===== src/rtl/apb_pkg.sv =====
// Shared types and widths for the APB completer memory.
// Build option APB_SLV_ERR_EN (see apb_slave_mem) does not affect this package.
package apb_pkg;

   localparam int APB_DW = 32;
   localparam int APB_AW = 32;

   typedef enum logic {
      IDLE   = 1'b0,
      ACCESS = 1'b1
   } apb_slv_state_e;

endpackage


===== src/rtl/apb_slv_regfile.sv =====
// DEPTH x 32 register memory: one synchronous write port and one registered read port.
// The read register doubles as the bus read-data output, so it has its own clear.
module apb_slv_regfile
   import apb_pkg::*;
#(
   parameter  int DEPTH = 16,
   localparam int AW    = $clog2(DEPTH)
) (
   input  logic              clk,
   input  logic              rst,
   input  logic              we,
   input  logic [AW-1:0]     waddr,
   input  logic [APB_DW-1:0] wdata,
   input  logic              re,
   input  logic              clr,
   input  logic [AW-1:0]     raddr,
   output logic [APB_DW-1:0] rdata
);

   logic [APB_DW-1:0] mem [DEPTH];

   always_ff @(posedge clk) begin
      if (rst) begin
         for (int i = 0; i < DEPTH; i++) begin
            mem[i] <= '0;
         end
         rdata <= '0;
      end else begin
         if (we) begin
            mem[waddr] <= wdata;
         end
         // Clear wins so the read data drops to zero on the completion edge.
         if (clr) begin
            rdata <= '0;
         end else if (re) begin
            rdata <= mem[raddr];
         end
      end
   end

endmodule


===== src/rtl/apb_slave_mem.sv =====
// APB completer: word-addressed register memory with programmable wait states.
// Define APB_SLV_ERR_EN to answer misaligned/out-of-window accesses with PSLVERR.
module apb_slave_mem
   import apb_pkg::*;
#(
   parameter int                DEPTH     = 16,
   parameter logic [APB_AW-1:0] BASE_ADDR = 32'h0000_0000,
   parameter int                WAIT_W    = 4
) (
   input  logic              clk,
   input  logic              PRESET,
   input  logic              PSEL1,
   input  logic              PENABLE,
   input  logic              PWRITE,
   input  logic [APB_AW-1:0] PADDR,
   input  logic [APB_DW-1:0] PWDATA,
   input  logic [WAIT_W-1:0] wait_cfg,
   output logic [APB_DW-1:0] PRDATA,
   output logic              PREADY,
   output logic              PSLVERR,
   output apb_slv_state_e    fsm_state
);

   localparam int AW = $clog2(DEPTH);

   apb_slv_state_e    state;
   logic [WAIT_W-1:0] cnt;
   logic [AW-1:0]     idx_q;
   logic              write_q;
   logic [APB_DW-1:0] wdata_q;
   logic              err_q;

   logic [APB_AW-1:0] live_off;
   logic [AW-1:0]     live_idx;
   logic              live_err;
   logic              setup;
   logic              unused_off;

   // The address is decoded at setup and only the word index and error flag are
   // kept, so later changes on PADDR cannot affect the transfer.
   assign live_off   = PADDR - BASE_ADDR;
   assign live_idx   = live_off[AW+1:2];
   assign unused_off = ^{live_off[APB_AW-1:AW+2], live_off[1:0]};
   assign setup      = PSEL1 && !PENABLE;

`ifdef APB_SLV_ERR_EN
   localparam logic [APB_AW:0] END_ADDR = {1'b0, BASE_ADDR} + (APB_AW+1)'(DEPTH * 4);

   assign live_err = (PADDR[1:0] != 2'b00) || (PADDR < BASE_ADDR) ||
                     ({1'b0, PADDR} >= END_ADDR);
`else
   assign live_err = 1'b0;
`endif

   always_ff @(posedge clk) begin
      if (PRESET) begin
         state   <= IDLE;
         PREADY  <= 1'b0;
         PSLVERR <= 1'b0;
         cnt     <= '0;
         idx_q   <= '0;
         write_q <= 1'b0;
         wdata_q <= '0;
         err_q   <= 1'b0;
      end else begin
         case (state)
            IDLE: begin
               if (setup) begin
                  state   <= ACCESS;
                  idx_q   <= live_idx;
                  write_q <= PWRITE;
                  wdata_q <= PWDATA;
                  err_q   <= live_err;
                  cnt     <= wait_cfg;
                  PREADY  <= (wait_cfg == '0);
                  PSLVERR <= (wait_cfg == '0) && live_err;
               end
            end
            ACCESS: begin
               if (!PSEL1) begin
                  state   <= IDLE;
                  PREADY  <= 1'b0;
                  PSLVERR <= 1'b0;
               end else if (!PREADY) begin
                  cnt     <= cnt - WAIT_W'(1);
                  PREADY  <= (cnt == WAIT_W'(1));
                  PSLVERR <= (cnt == WAIT_W'(1)) && err_q;
               end else if (PENABLE) begin
                  state   <= IDLE;
                  PREADY  <= 1'b0;
                  PSLVERR <= 1'b0;
               end
            end
            default: begin
               state <= IDLE;
            end
         endcase
      end
   end

   logic              rf_we;
   logic              rf_re;
   logic              rf_clr;
   logic [AW-1:0]     rf_raddr;

   // Read data is captured on exactly the edge that raises PREADY.
   always_comb begin
      rf_we    = 1'b0;
      rf_re    = 1'b0;
      rf_clr   = 1'b0;
      rf_raddr = idx_q;
      case (state)
         IDLE: begin
            rf_raddr = live_idx;
            rf_re    = setup && !PWRITE && (wait_cfg == '0) && !live_err;
         end
         ACCESS: begin
            if (!PSEL1) begin
               rf_clr = 1'b1;
            end else if (!PREADY) begin
               rf_re = (cnt == WAIT_W'(1)) && !write_q && !err_q;
            end else if (PENABLE) begin
               rf_clr = 1'b1;
               rf_we  = write_q && !err_q;
            end
         end
         default: begin
            rf_clr = 1'b1;
         end
      endcase
   end

   apb_slv_regfile #(
      .DEPTH (DEPTH)
   ) u_regfile (
      .clk   (clk),
      .rst   (PRESET),
      .we    (rf_we),
      .waddr (idx_q),
      .wdata (wdata_q),
      .re    (rf_re),
      .clr   (rf_clr),
      .raddr (rf_raddr),
      .rdata (PRDATA)
   );

   assign fsm_state = state;

endmodule


===== config.mk =====
export PLATFORM = sky130hd
export DESIGN_NAME = apb_slave_mem
export DESIGN_NICKNAME = d
export VERILOG_FILES = /design/src/rtl/apb_pkg.sv /design/src/rtl/apb_slv_regfile.sv /design/src/rtl/apb_slave_mem.sv
export SDC_FILE = /design/constraint.sdc
export NUM_CORES = 1
export LEC_CHECK = 0
export CORE_MARGIN = 2
export CORE_UTILIZATION = 65
export DETAILED_ROUTE_END_ITERATION = 10
export GPL_TIMING_DRIVEN = 0
export HOLD_SLACK_MARGIN = 0.03
export PLACE_DENSITY = 0.83
export SYNTH_ARGS = -nofsm -noshare
export SYNTH_HDL_FRONTEND = slang
export SYNTH_HIERARCHICAL = 1
export SYNTH_SLANG_ARGS = --single-unit

===== constraint.sdc =====
create_clock -name clk -period 6.96 [get_ports clk]
set_clock_uncertainty 0.15 [all_clocks]
set_input_delay 1.392 -clock clk [delete_from_list [all_inputs] [get_ports clk]]
set_output_delay 1.392 -clock clk [all_outputs]
set_load 0.05 [all_outputs]

# ---- Word level (Yosys, flattened, before mapping)
# Memories as Yosys holds them, arrays and structs flattened. A register that Yosys moved wholly into a read port is not among the register bits.
# Index checks and enable logic that the tools add are counted.
dict set report classes {
  add_sub_neg 1
  eq_ne 5
  muxes 38
  n_bitwise 1
  n_reduce_logical 13
}
# operator n
set ops {}
lappend ops {{two-way mux 32 bit} 1}
lappend ops {{OR reduction 32 bit} 1}
lappend ops {{two-way mux 1 bit} 27}
lappend ops {{two-way mux 4 bit} 5}
lappend ops {{one-hot mux 1 bit (2 select lines)} 4}
lappend ops {{one-hot mux 4 bit (2 select lines)} 1}
lappend ops {{!= test 2 bit, second input constant} 3}
lappend ops {{equality test 4 x 1 -> 1 bit, second input constant} 1}
lappend ops {{logical AND 1 bit} 4}
lappend ops {{logical NOT 4 bit} 1}
lappend ops {{!= test 4 bit, second input constant} 1}
lappend ops {{AND reduction 2 bit} 2}
lappend ops {{subtractor 4 x 1 -> 4 bit, second input constant} 1}
lappend ops {{logical NOT 1 bit} 3}
lappend ops {{AND reduction 3 bit} 1}
lappend ops {{OR reduction 2 bit} 1}
lappend ops {{inverter 1 bit} 1}
dict set report totals {
  reg_bits 44
  mem_bits_rw 512
  inputBits 73
  out_inout_bits 35
  elab_cells 66
  n_memories 1
}
# name words word_bits rd rd_clocked_by_memory_dff write_ports line
set mem_list {}
lappend mem_list {u_regfile.mem 16 32 1 1 16 apb_slv_regfile.sv:20} ;# logic [APB_DW-1:0] mem [DEPTH];

# ---- Logic depth before layout (Yosys ltp)
# Gate-level depths: netlist of the first run.
dict set report depth {
  word_depth 9
  mapped_depth 11
  depth_no_buf 8
}

# ---- Cells and area by module
# The synthesis of the first run kept the hierarchy.
# mod n_inst cells_each area_per_inst_um2 seq_area_each_um2
set modules_own_cells {}
lappend modules_own_cells {apb_slv_regfile 1 1521 24071.8 16015.4}
lappend modules_own_cells {apb_slave_mem 1 220 1781.7 860.8}

# ---- Least setup slack after synthesis of the first run
# OpenSTA, ideal clock, no wires.
dict set report synth_timing {
  kind {input -> register}
  start {in PSEL1}
  end {mem u_regfile.mem[0][0], enable pin}
  setup_time_ps 375
  arrival_ps 2935
  t_required_ps 6435
  path_slack_ps 3500
  cell_stages 7
  path_buffers 1
  cell_sequence {buf_4 > nand2_1 > nor2_1 > nor3b_1 > nand2b_1 > nor3_1 > or2_2}
}
# element line
set synth_lines {}
lappend synth_lines {{from (decl)} apb_slave_mem.sv:12} ;# input logic PSEL1,
lappend synth_lines {{to (decl)} apb_slv_regfile.sv:20}

==> results.yml, run 1 <==
run_status:
  outcome: "finished, final reports clean"
placed_design:
  numPortBuffers: 78
  dpl-instance-area_mm2: 0.0273
  hpwl_mm: 41.5
  gp_congestion: 0.852
synth:
  yosysSeqAreaShare: 0.653
  synthAdderAreaFrac: 0.000968
  synth_edf_count: 512
  synth_area_leaders: "edfxtp_1 (59%), and2_1 (12%), mux4_2 (11%)"
  syn-cell-area_mm2: 0.0259
  async_flop_share: 0
  yosysWarnings: 6
  ys_types: 51
  ys_seq_elements: 587
  synth.area.mux_share: 0.137
  syn_avg_cell_area_um2: 14.8
  ys.flop_type: "edfxtp_1"
  synth_top_family_by_area: "simple AND/OR/NAND/NOR gates"
  yosysTopAreaCell: "edfxtp_1"
  yosys.area_share.simple: 0.159
  synthCells: 1741
  yosysTopAreaCellShare: 0.595
  synth_xor_xnor_area_share: 0
  synth-compound-area-share: 0.0249
  synth_nets: 1816
drt:
  first_iter_violations: 1571
  firstDrtPassIters: 5
  wl_per_cell_um: 27.0
  drtAntennaViolNets: 0
  routed_wl_mm: 66.2
  via_per_inst: 6.36
  num_vias: 15600
  drc: 0
global_routing:
  antenna_found_initial: 1
  track_usage: 0.331
  grt_overflow: 0
  first_global_vias: 16200
  grt_max_degree: 33
  grt_pass1_wl_mm: 98.2
clock_tree:
  cts_resized: 0
  clkSlewWorstSetupHoldPaths_ns: 0.06
  cts_setup_buffers: 0
  clk_path_buf_depth: 3
  cts_root_buf: "clkbuf_16"
  h-tree-depth: 2
  cts_buffers: 58
  postCtsHoldBufs: 0
  cts_sinks: 587
  worstSkewPairLatency_ns: 0.62
  tritoncts: "built"
setup_path:
  critPathMaxFanout: 32
  cp.arrival_ns: 4.85
  crit_family: "simple AND/OR/NAND/NOR gates"
  crit_type: "in -> reg"
  startpoint_type: "primary input"
  cp_data_required_time_ns: 7.03
  cp-end-kind: "flop"
  crit_buf_inv: 2
  path_common_cell: "nand2_1"
  cp_cell_sequence: "clkdlybuf4s50_1, buf_4, nand2_1, nor2_1, nor3b_1, nand2_1, nor3_1, or2_2"
  crit_slowest_cell: "or2_2"
  cpPeakStageDelay_ns: 1.09
min_path:
  hp-class: "reg -> reg"
sta:
  post-route-min-period_ns: 4.78
  hold_violations: 0
  finalMaxSlewViolations: 0
  grt_setup_unrepaired: "no"
  fin_crit_sh: 0.687
  tns_ns: 0
  slew_headroom: 0.0525
  tightest_slew_ns: 1.41
  whs_ns: 0.309
  finalSetupViolations: 0
  fmax_ghz: 0.209
pwr:
  power_density_mw_per_mm2: 257
  leakage_nw: 10.7
  irDropWorstVdd_uv: 223
floorplanning:
  rows: 73
  die_x_um: 203
  io_pins: 108
  die_area_mm2: 0.0414
  die-height_um: 203
  core-area_mm2: 0.0395
  start_util: 0.655
run:
  maxCapViolCount: 0
cells_and_area:
  diodes: 0
  fin_area_mm2: 0.0291
  drive_gt1_frac: 0.140
  fin_nets: 1954
  syn2layout_area_growth_pct: 12.5
  fillers: 2428
sequential cells by signal, indices dropped and copies added, names as in the netlist:
signal / flops
PREADY: 1
cnt: 4
fsm_state: 1
idx_q: 4
u_regfile/mem: 512
u_regfile/rdata: 32
wdata_q: 32
write_q: 1
layout by cell type (no fill, tap or decap), types with 2 or more instances in the layout:
cell type | netlist | routed
a211o_1 | 31 | 31
a21oi_1 | 40 | 40
a311oi_1 | 3 | 3
a31oi_1 | 2 | 2
and2_1 | 512 | 512
buf_2 | 33 | 33
buf_4 | 4 | 4
buf_6 | 2 | 2
clkbuf_1 | 102 | 126
clkbuf_16 | 0 | 60
clkbuf_8 | 0 | 8
clkdlybuf4s50_1 | 0 | 78
clkinv_1 | 0 | 6
clkinv_2 | 0 | 8
dfxtp_1 | 75 | 75
edfxtp_1 | 512 | 512
ha_1 | 2 | 2
inv_1 | 5 | 5
mux2_2 | 4 | 4
mux2i_1 | 66 | 66
mux4_2 | 126 | 126
nand2_1 | 80 | 80
nand2b_1 | 4 | 4
nand3_1 | 2 | 2
nor2_1 | 78 | 78
nor2b_1 | 5 | 5
nor3_1 | 6 | 6
nor3b_1 | 3 | 3
o31ai_1 | 2 | 2
or2_2 | 16 | 16
per-stage QoR:
stage / util / setup WS, ns / power [mW] / instances
detailed placement: 0.692 / 1.73 / 4.57 / 2344
floorplan: - / 3.50 / 4.37 / 1741
CTS: 0.737 / 2.36 / 7.50 / 2452
global route: 0.737 / 2.06 / 7.68 / 2452
finish: 0.737 / 2.18 / 7.49 / 2452
global placement: 0.692 / 1.78 / 4.54 / 2344
synth_stat cells (3+ instances only):
master and instances:
buf_2 33, a21oi_1 40, edfxtp_1 512, nor3_1 6, nand2b_1 4, mux4_2 126
a211o_1 31, nand2_1 80, inv_1 5, nor2_1 78, or2_2 16, dfxtp_1 75
buf_4 4, nor3b_1 3, mux2i_1 66, a311oi_1 3, mux2_2 4, nor2b_1 5
clkbuf_1 102, and2_1 512
area by class of cell:
| cell class | instances | area, µm² | area share |
|---|---|---|---|
| flip-flops and latches | 587 | 16900 | 0.580 |
| multi-input cells | 1005 | 8320 | 0.286 |
| clock buffers | 92 | 1700 | 0.0585 |
| repair buffers | 78 | 781 | 0.0268 |
| well taps | 525 | 657 | 0.0226 |
| plain buffers | 144 | 639 | 0.0220 |
| clock inverters | 16 | 101 | 0.00348 |
| inverters | 5 | 18.8 | 0.000645 |
path summary, 6_finish.rpt:
path	start	to	slack (ns)	cells past startpoint
max	PSEL1	u_regfile/mem[8][21]	2.18	8
min reg2reg	u_regfile/rdata[12]	u_regfile/rdata[12]	0.31	1
max reg2reg	PREADY	u_regfile/mem[8][21]	3.18	6
min	u_regfile/rdata[12]	u_regfile/rdata[12]	0.31	1
layer usage:
metal | up-vias | global-route usage | share of wire
met5 | - | 0 | 0
met4 | 0 | 0.158 | 0.049
met3 | 211 | 0.0678 | 0.098
met2 | 941 | 0.554 | 0.50
met1 | 7859 | 0.419 | 0.35
li1 | 6579 | - | -
kinds of logic after synthesis:
family | after synthesis
other cells | 1
simple gates | 715
buf+inv | 149
compound gates | 91
flops | 587
fa+ha+maj | 2
mux | 196
worst register-to-register path, delay by kind of cell (launching register included):
kind             cells  cell delay [ns]
flip-flops           1             0.46
AND/OR/NAND/NOR      6             2.76
power breakdown:
group / internal (mW) / total [mW] / switching, mW
combinational: 0.211 / 0.515 / 0.304
sequential: 3.93 / 3.99 / 0.0558
clock: 1.70 / 2.99 / 1.29
total: 5.84 / 7.49 / 1.65
No activity file was read; power rests on OpenSTA's default activity.
==> run 2, diff against run 1 <==
--- a/config.mk
+++ b/config.mk
@@ -6,11 +6,11 @@
 export NUM_CORES = 1
 export LEC_CHECK = 0
 export CORE_MARGIN = 2
-export CORE_UTILIZATION = 65
+export CORE_UTILIZATION = 61
 export DETAILED_ROUTE_END_ITERATION = 10
 export GPL_TIMING_DRIVEN = 0
 export HOLD_SLACK_MARGIN = 0.03
-export PLACE_DENSITY = 0.83
+export PLACE_DENSITY = 0.78
 export SYNTH_ARGS = -nofsm -noshare
 export SYNTH_HDL_FRONTEND = slang
 export SYNTH_HIERARCHICAL = 1
==> constraint.sdc (replaced) <==
create_clock -name clk -period 4.51 [get_ports clk]
set_clock_uncertainty 0.15 [all_clocks]
set_input_delay 0.902 -clock clk [delete_from_list [all_inputs] [get_ports clk]]
set_output_delay 0.902 -clock clk [all_outputs]
set_load 0.05 [all_outputs]
==> results.yml, run 2 (synthesis results as in run 1) <==
clock_tree:
  worstSkewPairLatency_ns: 0.62
  tritoncts: "built"
  cts_sinks: 587
  cts_resized: 0
  clk_path_buf_depth: 3
  cts_root_buf: "clkbuf_16"
  cts_setup_buffers: 0
  clkSlewWorstSetupHoldPaths_ns: 0.06
  cts_buffers: 58
  postCtsHoldBufs: 0
  h-tree-depth: 2
cells_and_area:
  syn2layout_area_growth_pct: 13.0
  fin_nets: 1954
  top_register: "u_regfile/mem"
  reg_top3: "u_regfile/mem (512), u_regfile/rdata (32), wdata_q (32)"
  largest_register_ffs: 512
  drive_gt1_frac: 0.146
  final_cell_mix: "and2_1 (512), edfxtp_1 (512), mux4_2 (126), clkbuf_1 (111), nand2_1 (80)"
global_routing:
  grt_overflow: 0
  track_usage: 0.308
  grt_pass1_wl_mm: 97.7
  antenna_found_initial: 3
  grt_max_degree: 33
  first_global_vias: 16100
setup_path:
  cp_data_required_time_ns: 4.58
  r2r_cells: 6
  cp-end-kind: "flop"
  crit_family: "simple AND/OR/NAND/NOR gates"
  cp.depth: 8
  crit_type: "in -> reg"
  startpoint_type: "primary input"
  path_common_cell: "nand2_1"
  cpPeakStageDelay_ns: 1.05
  crit_buf_inv: 2
  crit_slowest_cell: "or2_2"
  critPathMaxFanout: 32
  cp.arrival_ns: 4.44
  cp_cell_sequence: "clkdlybuf4s50_1, buf_4, nand2_1, nor2_1, nor3b_1, nand2_1, nor3_1, or2_2"
drt:
  drtAntennaViolNets: 0
  num_vias: 15300
  wl_met2_mm: 32.9
  wl_met1_mm: 23.8
  drc: 0
  via_per_inst: 6.18
  wl_per_cell_um: 26.6
  first_iter_violations: 1518
  topRoutingLayerUsed: "met5"
  routed_wl_mm: 65.7
  firstDrtPassIters: 5
  met3WireLength_mm: 6.09
sta:
  finalMaxSlewViolations: 0
  finalSetupViolations: 0
  tightest_slew_ns: 1.35
  slew_headroom: 0.0920
  fin_crit_sh: 0.970
  hold_violations: 0
  post-route-min-period_ns: 4.37
  fmax_ghz: 0.229
  whs_ns: 0.312
  grt_setup_unrepaired: "no"
floorplanning:
  io_pins: 108
  start_util: 0.618
  core-area_mm2: 0.0419
  die-height_um: 210
  rows: 75
  die_area_mm2: 0.0440
  die_x_um: 210
run_status:
  outcome: "finished, final reports clean"
run:
  maxCapViolCount: 0
pwr:
  power_density_mw_per_mm2: 402
  leakage_nw: 10.8
  irDropWorstVdd_uv: 309
  finalPower_mw: 11.8
placed_design:
  numPortBuffers: 78
  hpwl_mm: 41.4
  gp_congestion: 0.839
min_path:
  whs_path_depth: 1
  hp-class: "reg -> reg"
==> run 2: worst register-to-register path, delay by kind of cell (launching register included) <==
kind | cells | cell delay, ns
and+or+nand+nor | 6 | 2.82
DFF | 1 | 0.45
==> run 2: final cells by class <==
class,count,area [µm²]
diodes,1,2.50
plain buffers,144,639
clock buffers,72,1570
clock inverters,37,335
fillers,2754,12600
inverters,5,18.8
multi-input cells,1005,8320
flip-flops and latches,587,16900
well taps,539,674
repair buffers,78,781
==> run 2: path summary, 6_finish.rpt <==
| kind | to | slack (ns) | startpoint |
|---|---|---|---|
| setup reg to reg | u_regfile/mem[8][15] | 0.65 | PREADY |
| setup / recovery | u_regfile/mem[8][15] | 0.14 | PSEL1 |
| hold / removal | u_regfile/rdata[17] | 0.31 | u_regfile/rdata[17] |
| hold reg to reg | u_regfile/rdata[17] | 0.31 | u_regfile/rdata[17] |
==> run 2: through the flow <==
| step | cell area (µm²) | TNS, ns | cells | utilization | setup WS [ns] |
|---|---|---|---|---|---|
| after CTS | 29200 | 0 | 2467 | 0.698 | 0.345 |
| after global placement | 27300 | -12.12 | 2358 | 0.652 | -0.285 |
| after detailed placement | 27300 | -13.62 | 2358 | 0.652 | -0.258 |
| after global routing | 29200 | 0 | 2468 | 0.698 | 0.0443 |
| after floorplan | 25900 | 0 | 1741 | - | 1.54 |
| final | 29200 | 0 | 2468 | 0.698 | 0.136 |
==> run 2: power by group <==
group | internal [mW] | leakage (nW) | switching [mW] | total (mW)
clock | 2.80 | 0.943 | 2.02 | 4.82
sequential | 6.06 | 5.89 | 0.0812 | 6.15
combinational | 0.326 | 3.96 | 0.467 | 0.792
total | 9.19 | 10.8 | 2.57 | 11.8
==> run 2: metal layers <==
| layer | up-vias | track usage |
|---|---|---|
| met5 | - | 0.0133 |
| met4 | 2 | 0.139 |
| met3 | 176 | 0.0582 |
| met2 | 813 | 0.520 |
| met1 | 7675 | 0.390 |
| li1 | 6584 | - |
